<file path="config.mk">
export PLATFORM = sky130hd
export DESIGN_NAME = pcpi_serial_bridge
export DESIGN_NICKNAME = d
export VERILOG_FILES = /design/src/rtl/pcpi_serial_bridge_pkg.sv /design/src/rtl/pcpi_serial_bridge_seg_serializer.sv /design/src/rtl/pcpi_serial_bridge.sv
export SDC_FILE = /design/constraint.sdc
export NUM_CORES = 1
export LEC_CHECK = 0
export ABC_CLOCK_PERIOD_IN_PS = 2750
export CAP_MARGIN = 10
export CORE_AREA = 2 2 95 97
export CTS_CLUSTER_SIZE = 28
export DETAILED_ROUTE_END_ITERATION = 8
export DIE_AREA = 0 0 97 99
export PLACE_DENSITY = 0.89
export SLEW_MARGIN = 40
export SYNTH_ARGS = -nofsm -noshare
export SYNTH_HDL_FRONTEND = slang
export SYNTH_HIERARCHICAL = 1
export SYNTH_SLANG_ARGS = --single-unit
</file>
<file path="constraint.sdc">
create_clock -name clk -period 2.75 [get_ports clk]
set_input_delay 0.55 -clock clk [delete_from_list [all_inputs] [get_ports clk]]
set_output_delay 0.55 -clock clk [all_outputs]
set_load 0.05 [all_outputs]
</file>
<file path="src/rtl/pcpi_serial_bridge_pkg.sv">
// rtl/pcpi_serial_bridge_pkg.sv - shared state encoding and width helpers for the PCPI serial bridge
package pcpi_serial_bridge_pkg;

    typedef enum logic [1:0] {
        ST_LOAD  = 2'd0,
        ST_ISSUE = 2'd1,
        ST_DRAIN = 2'd2
    } state_e;

    // Number of segments needed to carry total_w bits
    function automatic int seg_count(input int total_w, input int seg_w);
        return total_w / seg_w;
    endfunction

    // Counter width able to index n items, never narrower than one bit
    function automatic int cnt_width(input int n);
        return (n > 1) ? $clog2(n) : 1;
    endfunction

endpackage

</file>
<file path="src/rtl/pcpi_serial_bridge_seg_serializer.sv">
// rtl/pcpi_serial_bridge_seg_serializer.sv - RD_W-wide parallel load, SEG_W-wide valid/ready shift-out
module pcpi_serial_bridge_seg_serializer
    import pcpi_serial_bridge_pkg::*;
#(
    parameter int SEG_W = 4,
    parameter int RD_W  = 32
) (
    input  logic             clk,
    input  logic             rst_n,
    input  logic             load,
    input  logic [RD_W-1:0]  load_data,
    output logic [SEG_W-1:0] tdata,
    output logic             tvalid,
    input  logic             tready,
    output logic             tlast
);

    localparam int SEGS = seg_count(RD_W, SEG_W);
    localparam int CW   = cnt_width(SEGS);

    logic [RD_W-1:0] shreg;
    logic [CW-1:0]   cnt;

    always_ff @(posedge clk or negedge rst_n) begin
        if (!rst_n) begin
            shreg  <= '0;
            cnt    <= '0;
            tvalid <= 1'b0;
        end else if (load) begin
            shreg  <= load_data;
            cnt    <= '0;
            tvalid <= 1'b1;
        end else if (tvalid && tready) begin
            shreg <= shreg >> SEG_W;
            if (tlast) begin
                tvalid <= 1'b0;
                cnt    <= '0;
            end else begin
                cnt <= cnt + 1'b1;
            end
        end
    end

    assign tdata = shreg[SEG_W-1:0];
    assign tlast = (cnt == CW'(SEGS - 1));

endmodule

</file>
<file path="src/rtl/pcpi_serial_bridge.sv">
// rtl/pcpi_serial_bridge.sv - segment-serial instruction loader, PCPI issue with timeout, serial result return
module pcpi_serial_bridge
    import pcpi_serial_bridge_pkg::*;
#(
    parameter int SEG_W   = 4,
    parameter int INSN_W  = 32,
    parameter int RD_W    = 32,
    parameter int TIMEOUT = 255
) (
    input  logic              clk,
    input  logic              rst_n,
    input  logic [SEG_W-1:0]  seg_in,
    input  logic              seg_valid,
    output logic              seg_ack,
    output logic              pcpi_valid,
    output logic [INSN_W-1:0] pcpi_insn,
    input  logic              pcpi_ready,
    input  logic              pcpi_wr,
    input  logic              pcpi_wait,
    input  logic [RD_W-1:0]   pcpi_rd,
    output logic [SEG_W-1:0]  out_seg,
    output logic              out_valid,
    input  logic              out_ready,
    output logic              busy,
    output logic              err
);

    localparam int SEGS_IN = seg_count(INSN_W, SEG_W);
    localparam int CW      = cnt_width(SEGS_IN);
    localparam int TW      = (TIMEOUT > 0) ? $clog2(TIMEOUT + 1) : 1;

    generate
        if (INSN_W % SEG_W != 0) begin : g_bad_insn_w
            $error("INSN_W must be a multiple of SEG_W");
        end
        if (RD_W % SEG_W != 0) begin : g_bad_rd_w
            $error("RD_W must be a multiple of SEG_W");
        end
    endgenerate

    state_e         state, state_d;
    logic [CW-1:0]  seg_cnt;
    logic [TW-1:0]  tmo_cnt;
    logic           accept, last_seg, issue_done, tmo_hit, ser_load, ser_tlast;

    always_ff @(posedge clk or negedge rst_n) begin
        if (!rst_n) state <= ST_LOAD;
        else        state <= state_d;
    end

    // Completion from pcpi_ready is tested before the timeout so it wins a tie
    always_comb begin
        state_d    = state;
        accept     = 1'b0;
        last_seg   = 1'b0;
        issue_done = 1'b0;
        tmo_hit    = 1'b0;
        case (state)
            ST_LOAD: begin
                accept   = seg_valid;
                last_seg = seg_valid && (seg_cnt == CW'(SEGS_IN - 1));
                if (last_seg) state_d = ST_ISSUE;
            end
            ST_ISSUE: begin
                if (pcpi_ready) begin
                    issue_done = 1'b1;
                    state_d    = pcpi_wr ? ST_DRAIN : ST_LOAD;
                end else if ((TIMEOUT != 0) && !pcpi_wait && (tmo_cnt == TW'(TIMEOUT - 1))) begin
                    tmo_hit = 1'b1;
                    state_d = ST_LOAD;
                end
            end
            ST_DRAIN: begin
                if (out_valid && out_ready && ser_tlast) state_d = ST_LOAD;
            end
            default: state_d = ST_LOAD;
        endcase
    end

    always_ff @(posedge clk or negedge rst_n) begin
        if (!rst_n) begin
            seg_cnt    <= '0;
            seg_ack    <= 1'b0;
            pcpi_insn  <= '0;
            pcpi_valid <= 1'b0;
            err        <= 1'b0;
            tmo_cnt    <= '0;
        end else begin
            seg_ack <= accept;
            if (accept) begin
                pcpi_insn[int'(seg_cnt)*SEG_W +: SEG_W] <= seg_in;
                seg_cnt <= last_seg ? '0 : seg_cnt + 1'b1;
            end
            if (last_seg)                   pcpi_valid <= 1'b1;
            else if (issue_done || tmo_hit) pcpi_valid <= 1'b0;
            if (tmo_hit)                           err <= 1'b1;
            else if (accept && (seg_cnt == '0))    err <= 1'b0;
            // Only idle, unclaimed issue cycles advance the watchdog
            if ((state == ST_ISSUE) && !pcpi_ready && !pcpi_wait && !tmo_hit)
                tmo_cnt <= tmo_cnt + 1'b1;
            else
                tmo_cnt <= '0;
        end
    end

    assign ser_load = issue_done && pcpi_wr;
    assign busy     = (state != ST_LOAD) || (seg_cnt != '0);

    pcpi_serial_bridge_seg_serializer #(
        .SEG_W (SEG_W),
        .RD_W  (RD_W)
    ) u_seg_serializer (
        .clk       (clk),
        .rst_n     (rst_n),
        .load      (ser_load),
        .load_data (pcpi_rd),
        .tdata     (out_seg),
        .tvalid    (out_valid),
        .tready    (out_ready),
        .tlast     (ser_tlast)
    );

endmodule

</file>
After elaboration in Yosys (flattened, before gate mapping)
Index checks and enable logic that the tools add are counted.
{"block": "classes", "n_mux": 28, "eq_ne": 8, "n_reduce_logical": 24, "shifts": 2, "addsub": 4}
{"cell": "$mux 32", "n": 2}
{"cell": "$neg 5->33", "n": 1}
{"cell": "$shift 4x33->32 const A", "n": 1}
{"cell": "$shiftx 4x33->32", "n": 1}
{"cell": "$bwmux 32", "n": 1}
{"cell": "$mux 1", "n": 14}
{"cell": "$mux 3", "n": 4}
{"cell": "$mux 2", "n": 5}
{"cell": "$reduce_bool 2->1", "n": 5}
{"cell": "$logic_and 1x1->1", "n": 9}
{"cell": "$add 8x1->8 const B", "n": 1}
{"cell": "$eq 8x8->1 const B", "n": 1}
{"cell": "$mux 8", "n": 1}
{"cell": "$add 3x1->3 const B", "n": 2}
{"cell": "$eq 3x3->1 const B", "n": 2}
{"cell": "$pmux 2 s3", "n": 1}
{"cell": "$ne 2x2->1 const B", "n": 2}
{"cell": "$logic_not 1->1", "n": 3}
{"cell": "$logic_not 3->1", "n": 1}
{"cell": "$ne 3x3->1 const B", "n": 1}
{"cell": "$reduce_and 3->1", "n": 1}
{"cell": "$reduce_bool 3->1", "n": 1}
{"cell": "$eq 2x1->1 const B", "n": 1}
{"cell": "$eq 2x2->1 const B", "n": 1}
{"cell": "3 further kinds", "n": 4}
{"block": "word_totals", "reg_bits": 84, "input_bits": 43, "elab_cells": 76, "output_inout_bits": 41}

Logic depth before layout (Yosys ltp)
Gate-level depths: netlist of the first run.
{"block": "logic_depth", "word_depth": 8, "depth_mapped": 8, "depth_no_buf": 6}

Hierarchy
The synthesis of the first run kept the hierarchy.
{"mod": "pcpi_serial_bridge", "cells_each": 188, "area_each_um2": 2338.5, "instances": 1, "seq_area_each_um2": 1201.2}
{"mod": "pcpi_serial_bridge_seg_serializer", "cells_each": 200, "area_each_um2": 2003.2, "instances": 1, "seq_area_each_um2": 900.9}

Least setup slack after synthesis of the first run
Ideal clock, no wire load.
{"block": "synth_timing", "path_kind": "register to register", "startpoint": "reg seg_cnt[0]", "endpoint": "reg pcpi_insn[0]", "arrival_time_ps": 2275, "setup_slack_ps": 350, "stages_incl_launch_ff": 8, "n_path_buf": 1, "setup_time_ps": 125, "t_required_ps": 2625, "period_less_slack_ps": 2400, "path_cell_list": "dfrtp_1 > clkbuf_1 > inv_1 > ha_1 > ha_1 > nor4b_1 > nand3_4 > mux2_4"}
{"block": "synth_via", "elab_chain_len": 3, "elab_cells_between_ends": 4, "cone_classes": "add/sub: 1; shift: 2; mux: 1"}
{"item": "start, declared", "line_no": "pcpi_serial_bridge.sv:42", "source": "logic [CW-1:0] seg_cnt;"}
{"item": "start signal, assigned", "line_no": "pcpi_serial_bridge.sv:92", "source": "seg_cnt <= last_seg ? '0 : seg_cnt + 1'b1;"}
{"item": "$neg 5->33 *", "line_no": "pcpi_serial_bridge.sv:91", "source": "pcpi_insn[int'(seg_cnt)*SEG_W +: SEG_W] <= seg_in;"}
{"item": "$shiftx 4x33->32 / $shift 4x33->32 (equally long branches)", "line_no": "pcpi_serial_bridge.sv:91"}
{"item": "$bwmux 32 *", "line_no": "pcpi_serial_bridge.sv:91"}
{"item": "end signal, assigned by index", "line_no": "pcpi_serial_bridge.sv:91"}
{"item": "end, declared", "line_no": "pcpi_serial_bridge.sv:16", "source": "output logic [INSN_W-1:0] pcpi_insn,"}
Every way passes the cells marked *; elsewhere a longest branch is shown, timed or not.
A chain may end at the register's enable or synchronous reset.

Final worst setup path of the first run
{"block": "layout_timing", "startpoint": "reg seg_cnt[0]", "endpoint": "reg pcpi_insn[18]"}
Same word-level chain as after synthesis.

==> impl_metrics.toml, run 1 <==
[clocking]
clockBufferDepth = 2
cts.sinks = 84
clk_latency_ps = 350
ctsRootBufferMaster = "clkbuf_8"
cts_buffers = 9
cts-hold-fix-buffers = 0
htreeDepth = 3
cts_tree = "yes"
clk_pin_slew_ps = 90

[outcome]
status = "completed"

[synth]
synthCells = 388
synth.distinct_cells = 55
synth.avg_cell_area_um2 = 11.2
async_flop_share = 1.00
syn_nets = 442
synth_area_leader_cell = "dfrtp_1"
yosysSeqAreaShare = 0.484
synth_ff_type = "dfrtp_1"
synth_edf_count = 0
synth_seq_cells = 84
synth_area_um2 = 4340
yosys.area.top_type_share = 0.484
yosysWarningCount = 6
synthTopCellsByArea = "dfrtp_1, nand4b_1, nand2b_1"

[die]
start_util = 0.508
die-width_um = 97
design.core.area_um2 = 8550
die_area_um2 = 9600
die_h_um = 99
ioPinCount = 84
num_rows = 34

[sta]
finalCritPeriodShare = 0.923
final_max_slew_viol_count = 0
min_period_ps = 2540
setup_ws_ps = 213
fmax_mhz = 394
tightest_slew_ps = 665
relSlewSlack = 0.553
setup_violations = 0
holdWs_ps = 235
hold_violations = 0
tns_ps = 0
clock_skew_ps = 14.5
rsz0062_at_grt = "no"

[placed_design]
hpwl_um = 6800
io_buffers = 83
dp.cells = 556
placedInstanceArea_um2 = 5190
pre_cts_slack_ps = 236
gp_congestion = 0.853

[global_route]
grt_overflow_total = 0
grt_usage = 0.207
grt_pass1_wl_um = 16200
grt_pass1_vias = 3306
antenna_found_initial = 0
grt_max_degree = 53

[setup_path]
crit_chain = "inv_1 > ha_1 > ha_1 > o31a_1 > and4b_1 > mux2i_1"
cp_slowest_cell = "dfrtp_1"
reg2reg_slack_ps = 210
crit_path_end_kind = "flop"
cp.arrival_ps = 2810
cp.required_ps = 3020
slowest_delay_ps = 610
path_common_cell = "ha_1"
worstSetupStartpointType = "flop"
path_class = "flop to flop"
cp_max_fo = 13

[final_layout]
n_fill_cell = 628
n_antenna_cell = 0
drive_above_1_share = 0.144
final_cells = 572
design_area_um2 = 5450
layout.nets = 513
synthToLayoutAreaGrowth_pct = 25.5

[route]
wirelength_um = 9820
firstDrtPassIters = 4
drc = 0
vias = 3242
detail-route-antenna-nets = 0
wl_per_cell_um = 17.2
drt-initial-drc-count = 170
vias_per_cell = 5.67

[worst_hold_path]
hold_class = "input pin to async pin"

[power]
ir_worst_vdd_uv = 667
powerDensity_nw_per_um2 = 958
p_leak_nw = 2.28

[run]
maxCapViolations = 0
[worst max-delay path: cells and delay by family, from the launching register on]
kind / cells / cell delay [ps]
flip-flops: 1 / 610
buffers and inverters: 1 / 170
AND/OR/NAND/NOR: 1 / 370
multiplexers: 1 / 220
adder cells (fa/ha/maj): 2 / 760
AO/OA/AOI/OAI: 1 / 330
[state kept, by name, summed over array words and instances (netlist names)]
name and cells:
err 1, tmo_cnt 8, u_seg_serializer/tvalid 1, seg_cnt 3
pcpi_valid 1, u_seg_serializer/shreg 32, pcpi_insn 32, u_seg_serializer/cnt 3
seg_ack 1, state 2
[final cells by class]
| type | instances | area, um^2 | share of cell area |
|---|---|---|---|
| tap | 108 | 135 | 0.0248 |
| clock inverter | 5 | 108 | 0.0198 |
| clock buffer | 11 | 141 | 0.0260 |
| sequential | 84 | 2100 | 0.386 |
| inverter | 19 | 71.3 | 0.0131 |
| timing repair buffer | 89 | 893 | 0.164 |
| multi-input combinational | 256 | 2000 | 0.367 |
[logic make-up after synthesis]
logic type,synth area share
compound gates,0.100
xor+xnor,0.00605
fa+ha+maj,0.0317
buf+inv,0.0591
flops,0.484
mux,0.0888
simple gates,0.230
[synthesized netlist by cell type, types with 2 or more instances]
| cell type | count |
|---|---|
| nand3_1 | 10 |
| buf_2 | 8 |
| clkbuf_2 | 2 |
| o21ai_0 | 4 |
| clkbuf_1 | 8 |
| and2_1 | 4 |
| buf_6 | 6 |
| o21ai_1 | 4 |
| a21oi_1 | 7 |
| a31oi_1 | 2 |
| dfrtp_1 | 84 |
| mux2_4 | 8 |
| nor4b_4 | 2 |
| nand3_4 | 2 |
| a21bo_2 | 3 |
| nand2b_1 | 29 |
| o311ai_1 | 2 |
| nand2_1 | 43 |
| nand4b_1 | 28 |
| o211ai_1 | 24 |
| mux2_2 | 15 |
| and3_1 | 9 |
| inv_1 | 18 |
| o311ai_4 | 2 |
| mux2i_1 | 4 |
| xor2_1 | 2 |
| mux2_1 | 5 |
| nor2_1 | 8 |
| ha_1 | 11 |
| buf_4 | 5 |
| nand3b_1 | 2 |
| o31ai_1 | 2 |
| nor4b_1 | 3 |
[routing by layer]
metal | vias up | track usage | wire length [um]
met2 | 82 | 0.351 | 4990
met5 | - | 0 | 0
met3 | 12 | 0.0404 | 417
met1 | 1627 | 0.271 | 4280
li1 | 1521 | - | -
met4 | 0 | 0.0661 | 133
[layout by cell type (no fill, tap or decap), drive strengths merged, types with 2 or more instances in the layout]
master | synthesis | layout
nor4b | 5 | 5
clkbuf | 10 | 11
nand4b | 28 | 28
nand3b | 2 | 2
o211ai | 24 | 24
nor3 | 2 | 2
xor2 | 2 | 2
dfrtp | 84 | 84
o311ai | 4 | 4
nor2 | 8 | 8
o21ai | 8 | 8
a21oi | 7 | 7
and3 | 9 | 9
nand2b | 29 | 29
o31ai | 2 | 2
a31oi | 2 | 2
mux2 | 28 | 28
mux2i | 4 | 4
buf | 19 | 9
a21bo | 3 | 3
inv | 19 | 20
or3b | 2 | 2
nand2 | 43 | 43
ha | 11 | 11
nand3 | 12 | 12
clkdlybuf4s50 | 0 | 80
and2 | 5 | 5
bufinv | 0 | 3
[report_power, final]
group	switching, mW	total, mW	internal, mW
Combinational	1.43	2.31	0.881
Sequential	0.261	1.84	1.58
Clock	0.436	1.07	0.634
[through the flow]
stage	utilization	power, mW
finish	0.637	5.22
CTS	0.636	5.22
floorplan	-	3.47
global route	0.637	5.48
detailed placement	0.607	4.13
global placement	0.607	4.03
[what timing repair did]
| item | 4_1_cts | 5_1_grt |
|---|---|---|
| buffers inserted | 0 | 0 |
| endpoints found under the setup margin | 0 | 4 |
| gates resized for setup | 0 | 1 |
| endpoints found under the hold margin | 0 | 0 |
[final timing paths]
kind,from,depth (start not counted),endpoint
worst max register to register,seg_cnt[0],6,pcpi_insn[18]
min in group clk,pcpi_insn[24],1,pcpi_insn[24]
max in group asynchronous,rst_n,2,u_seg_serializer/shreg[0]
worst min register to register,pcpi_insn[24],1,pcpi_insn[24]
worst max-delay path,seg_cnt[0],6,pcpi_insn[18]
worst min-delay path,rst_n,1,pcpi_insn[15]
(Power assumes the default switching activity.)
==> inputs of run 2 (changes only) <==
--- a/config.mk
+++ b/config.mk
@@ -11,7 +11,7 @@
 export CTS_CLUSTER_SIZE = 28
 export DETAILED_ROUTE_END_ITERATION = 8
 export DIE_AREA = 0 0 97 99
-export PLACE_DENSITY = 0.89
+export PLACE_DENSITY = 0.8
 export SLEW_MARGIN = 40
 export SYNTH_ARGS = -nofsm -noshare
 export SYNTH_HDL_FRONTEND = slang
==> impl_metrics.toml, run 2 (synthesis results as in run 1) <==
[outcome]
status = "completed"

[clocking]
htreeDepth = 3
cts_tree = "yes"
clockBufferDepth = 2
ctsRootBufferMaster = "clkbuf_8"
cts-hold-fix-buffers = 0
cts_setup_buffers = 0
cts_buffers = 9
clk_pin_slew_ps = 80
ctsResizeCount = 0
clk_latency_ps = 350
cts.sinks = 84

[die]
die-width_um = 97
num_rows = 34
design.core.area_um2 = 8550
die_h_um = 99
ioPinCount = 84
start_util = 0.508
die_area_um2 = 9600

[sta]
min_period_ps = 2490
hold_violations = 0
clock_skew_ps = 9.71
finalCritPeriodShare = 0.907
tns_ps = 0
final_max_slew_viol_count = 0
rsz0062_at_grt = "no"
fmax_mhz = 401
setup_violations = 0
relSlewSlack = 0.508
tightest_slew_ps = 731

[setup_path]
cp.arrival_ps = 2730
r2r_end = "pcpi_insn[3]"
cp_slowest_cell = "dfrtp_1"
crit_path_end_kind = "flop"
critPathBufInv = 1
worstSetupStartpointType = "flop"
crit_family = "simple AND/OR/NAND/NOR gates"
r2r-start = "seg_cnt[0]"
reg2reg_slack_ps = 260
reg2regPathDepth = 6
cp_max_fo = 13
crit_chain = "inv_1 > ha_1 > ha_1 > nor4b_1 > nand3_4 > mux2_4"
slowest_delay_ps = 570
path_common_cell = "ha_1"
cp.required_ps = 2980
path_class = "flop to flop"

[power]
clkPwrFrac = 0.155
p_leak_nw = 2.24
p_comb_frac = 0.469
intPower_mw = 2.79
p_sw_mw = 2.08
swShare = 0.428
p_total_mw = 4.87
powerDensity_nw_per_um2 = 911
p_seq_frac = 0.375
ir_worst_vdd_uv = 570

[global_route]
busiest_layer = "met2"
use_met2 = 0.323
antenna_found_initial = 0
grt_max_degree = 57
grt_pass1_wl_um = 16000
grt_pass1_vias = 3269
use_met3 = 0.0511
use_met1 = 0.272
grt_usage = 0.204
grt_overflow_total = 0

[route]
vias = 3187
drc = 0
firstDrtPassIters = 4
vias_per_cell = 5.57
wirelength_um = 9480
drt-initial-drc-count = 192
wl_per_cell_um = 16.6
detail-route-antenna-nets = 0

[final_layout]
drive_above_1_share = 0.136
layout.nets = 513
n_antenna_cell = 0
final_cell_mix = "dfrtp_1, clkdlybuf4s50_1, nand2_1, nand2b_1, nand4b_1"
reg_top3 = "pcpi_insn: 32 flops, u_seg_serializer/shreg: 32 flops, tmo_cnt: 8 flops"
final_common_cell = "dfrtp_1"
synthToLayoutAreaGrowth_pct = 23.2

[placed_design]
gp_congestion = 0.860
hpwl_um = 6560
io_buffers = 83

[run]
maxCapViolations = 0

[worst_hold_path]
hold_class = "input pin to async pin"
-- run 2: layer usage --
| metal | wire length, um | share of wire |
|---|---|---|
| met5 | 0 | 0 |
| met4 | 145 | 0.015 |
| met3 | 495 | 0.052 |
| met2 | 4630 | 0.49 |
| met1 | 4220 | 0.44 |
-- run 2: worst max path at each step --
stage / start / end / slack (ps) / depth (start not counted)
2_1_floorplan: seg_cnt[0] / pcpi_insn[0] / 350 / 7
3_3_place_gp: seg_cnt[0] / pcpi_insn[1] / 390 / 6
3_5_place_dp: seg_cnt[0] / pcpi_insn[3] / 280 / 6
4_1_cts: seg_cnt[0] / pcpi_insn[3] / 230 / 6
5_1_grt: seg_cnt[0] / pcpi_insn[3] / 40 / 6
6_report: seg_cnt[0] / pcpi_insn[3] / 260 / 6
-- run 2: stage by stage --
step	instances	hold WS (ps)	setup slack [ps]	util	area (um^2)
6_report	572	201	255	0.625	5350
3_5_place_dp	556	493	283	0.607	5190
3_3_place_gp	556	478	387	0.607	5190
5_1_grt	572	234	42.4	0.625	5350
4_1_cts	572	209	235	0.625	5350
2_1_floorplan	388	254	350	-	4340
-- run 2: final cells by class --
class	instances	area (um^2)
clock buffers	12	135
fillers	690	3200
inverters	19	71.3
flip-flops and latches	84	2100
clock inverters	4	26.3
multi-input cells	256	1980
repair buffers	89	893
well taps	108	135
-- run 2: power by group through the flow --
stage	logic (mW)	registers (mW)	clock network, mW
2_1_floorplan	1.20	2.28	0
3_3_place_gp	2.22	1.82	0
3_5_place_dp	2.29	1.84	0
4_1_cts	2.30	1.82	0.779
5_1_grt	2.45	1.87	0.827
6_report	2.29	1.83	0.755
==> inputs of run 3 (changes only) <==
--- a/config.mk
+++ b/config.mk
@@ -5,8 +5,8 @@
 export SDC_FILE = /design/constraint.sdc
 export NUM_CORES = 1
 export LEC_CHECK = 0
-export ABC_CLOCK_PERIOD_IN_PS = 2750
-export CAP_MARGIN = 10
+export ABC_CLOCK_PERIOD_IN_PS = 2800
+export CAP_MARGIN = 20
 export CORE_AREA = 2 2 95 97
 export CTS_CLUSTER_SIZE = 28
 export DETAILED_ROUTE_END_ITERATION = 8
==> constraint.sdc (replaced) <==
create_clock -name clk -period 2.8 [get_ports clk]
set_input_delay 0.56 -clock clk [delete_from_list [all_inputs] [get_ports clk]]
set_output_delay 0.56 -clock clk [all_outputs]
set_load 0.05 [all_outputs]
==> impl_metrics.toml, run 3 (synthesis results as in run 1) <==
[outcome]
status = "completed"

[route]
wl_per_cell_um = 16.8
route.met3.wl_um = 458
wirelength_um = 9590
vias = 3201
highest_layer = "met4"
drt-initial-drc-count = 194
detail-route-antenna-nets = 0
firstDrtPassIters = 4
wl_met2_um = 4490
vias_per_cell = 5.61
drc = 0
wl_met1_um = 4460

[setup_path]
critPathBufInv = 1
r2r_end = "pcpi_insn[2]"
cp_slowest_cell = "dfrtp_1"
crit_chain = "inv_1 > ha_1 > ha_1 > nor4b_1 > nand3_4 > mux2_4"
reg2regPathDepth = 6
path_class = "flop to flop"
reg2reg_slack_ps = 200
worstSetupStartpointType = "flop"
crit_path_end_kind = "flop"
cp_max_fo = 13
cp.arrival_ps = 2840
crit_family = "simple AND/OR/NAND/NOR gates"
path_common_cell = "ha_1"
cp.required_ps = 3040
slowest_delay_ps = 580
r2r-start = "seg_cnt[0]"

[die]
die-width_um = 97
die_h_um = 99
start_util = 0.508
ioPinCount = 84
die_area_um2 = 9600
num_rows = 34
design.core.area_um2 = 8550

[global_route]
antenna_found_initial = 0
grt_max_degree = 50
grt_pass1_vias = 3228
grt_pass1_wl_um = 16000
grt_usage = 0.207
grt_overflow_total = 0

[placed_design]
pre_cts_slack_ps = 250
gp_congestion = 0.858
placedInstanceArea_um2 = 5180
io_buffers = 83
dp.cells = 555
hpwl_um = 6610

[sta]
fmax_mhz = 385
min_period_ps = 2600
rsz0062_at_grt = "no"
finalCritPeriodShare = 0.927
final_max_slew_viol_count = 0
holdWs_ps = 217
setup_ws_ps = 204
setup_violations = 0
clock_skew_ps = 13.4
tns_ps = 0
relSlewSlack = 0.461
tightest_slew_ps = 801
hold_violations = 0

[clocking]
cts-hold-fix-buffers = 0
clk_latency_ps = 360
ctsResizeCount = 0
ctsRootBufferMaster = "clkbuf_8"
cts_tree = "yes"
cts.sinks = 84
htreeDepth = 3
cts_setup_buffers = 0
clk_pin_slew_ps = 90
clockBufferDepth = 2
cts_buffers = 9

[final_layout]
n_antenna_cell = 0
final_common_cell = "dfrtp_1"
final_cell_mix = "dfrtp_1, clkdlybuf4s50_1, nand2_1, nand2b_1, nand4b_1"
register_area_um2 = 2100
multi_input_area_um2 = 1980
drive_above_1_share = 0.138
final_util = 0.632
synthToLayoutAreaGrowth_pct = 24.5
n_fill_cell = 684
layout.nets = 512
reg_top3 = "pcpi_insn: 32 flops, u_seg_serializer/shreg: 32 flops, tmo_cnt: 8 flops"
design_area_um2 = 5400
final_cells = 571

[power]
clkPwrFrac = 0.194
p_seq_frac = 0.360
p_sw_mw = 2.08
p_comb_frac = 0.446
powerDensity_nw_per_um2 = 928
p_total_mw = 5.01
ir_worst_vdd_uv = 547
intPower_mw = 2.93
swShare = 0.415
p_leak_nw = 2.26

[run]
maxCapViolations = 0

[worst_hold_path]
hold_class = "input pin to async pin"
==> run 3: cell types whose count changed in the layout (fill, tap and decap cells not counted), sizes merged <==
cell      before  now
buf            9    8
clkinvlp       1    2
clkinv         3    0
inv           19   20
bufinv         0    2
clkbuf        12   11
==> run 3: per-layer routing <==
layer / up-vias / GRT usage
li1: 1521 / -
met1: 1587 / 0.280
met2: 78 / 0.326
met3: 15 / 0.0454
met4: 0 / 0.0823
met5: - / 0
==> run 3: final cells by class <==
cell class	instances	share of cell area
sequential	84	0.389
clock inverter	5	0.0155
tap	108	0.0250
inverter	19	0.0132
multi-input combinational	256	0.367
clock buffer	11	0.0262
timing repair buffer	88	0.164
==> run 3: worst max path at each step <==
stage | slack, ps | end | cells past startpoint | startpoint
2_1_floorplan | 400 | pcpi_insn[0] | 7 | seg_cnt[0]
3_3_place_gp | 420 | pcpi_insn[2] | 6 | seg_cnt[0]
3_5_place_dp | 250 | pcpi_insn[3] | 6 | seg_cnt[0]
4_1_cts | 230 | pcpi_insn[2] | 6 | seg_cnt[0]
5_1_grt | 130 | pcpi_insn[2] | 6 | seg_cnt[0]
6_report | 200 | pcpi_insn[2] | 6 | seg_cnt[0]
==> run 3: power groups by stage <==
stage                     logic [mW]  clock network [mW]  registers (mW)
final                           2.23               0.974            1.80
after global routing            2.39                1.04            1.85
after CTS                       2.24               0.991            1.80
after detailed placement        2.23                   0            1.81
after global placement          2.16                   0            1.80
after floorplan                 1.18                   0            2.23
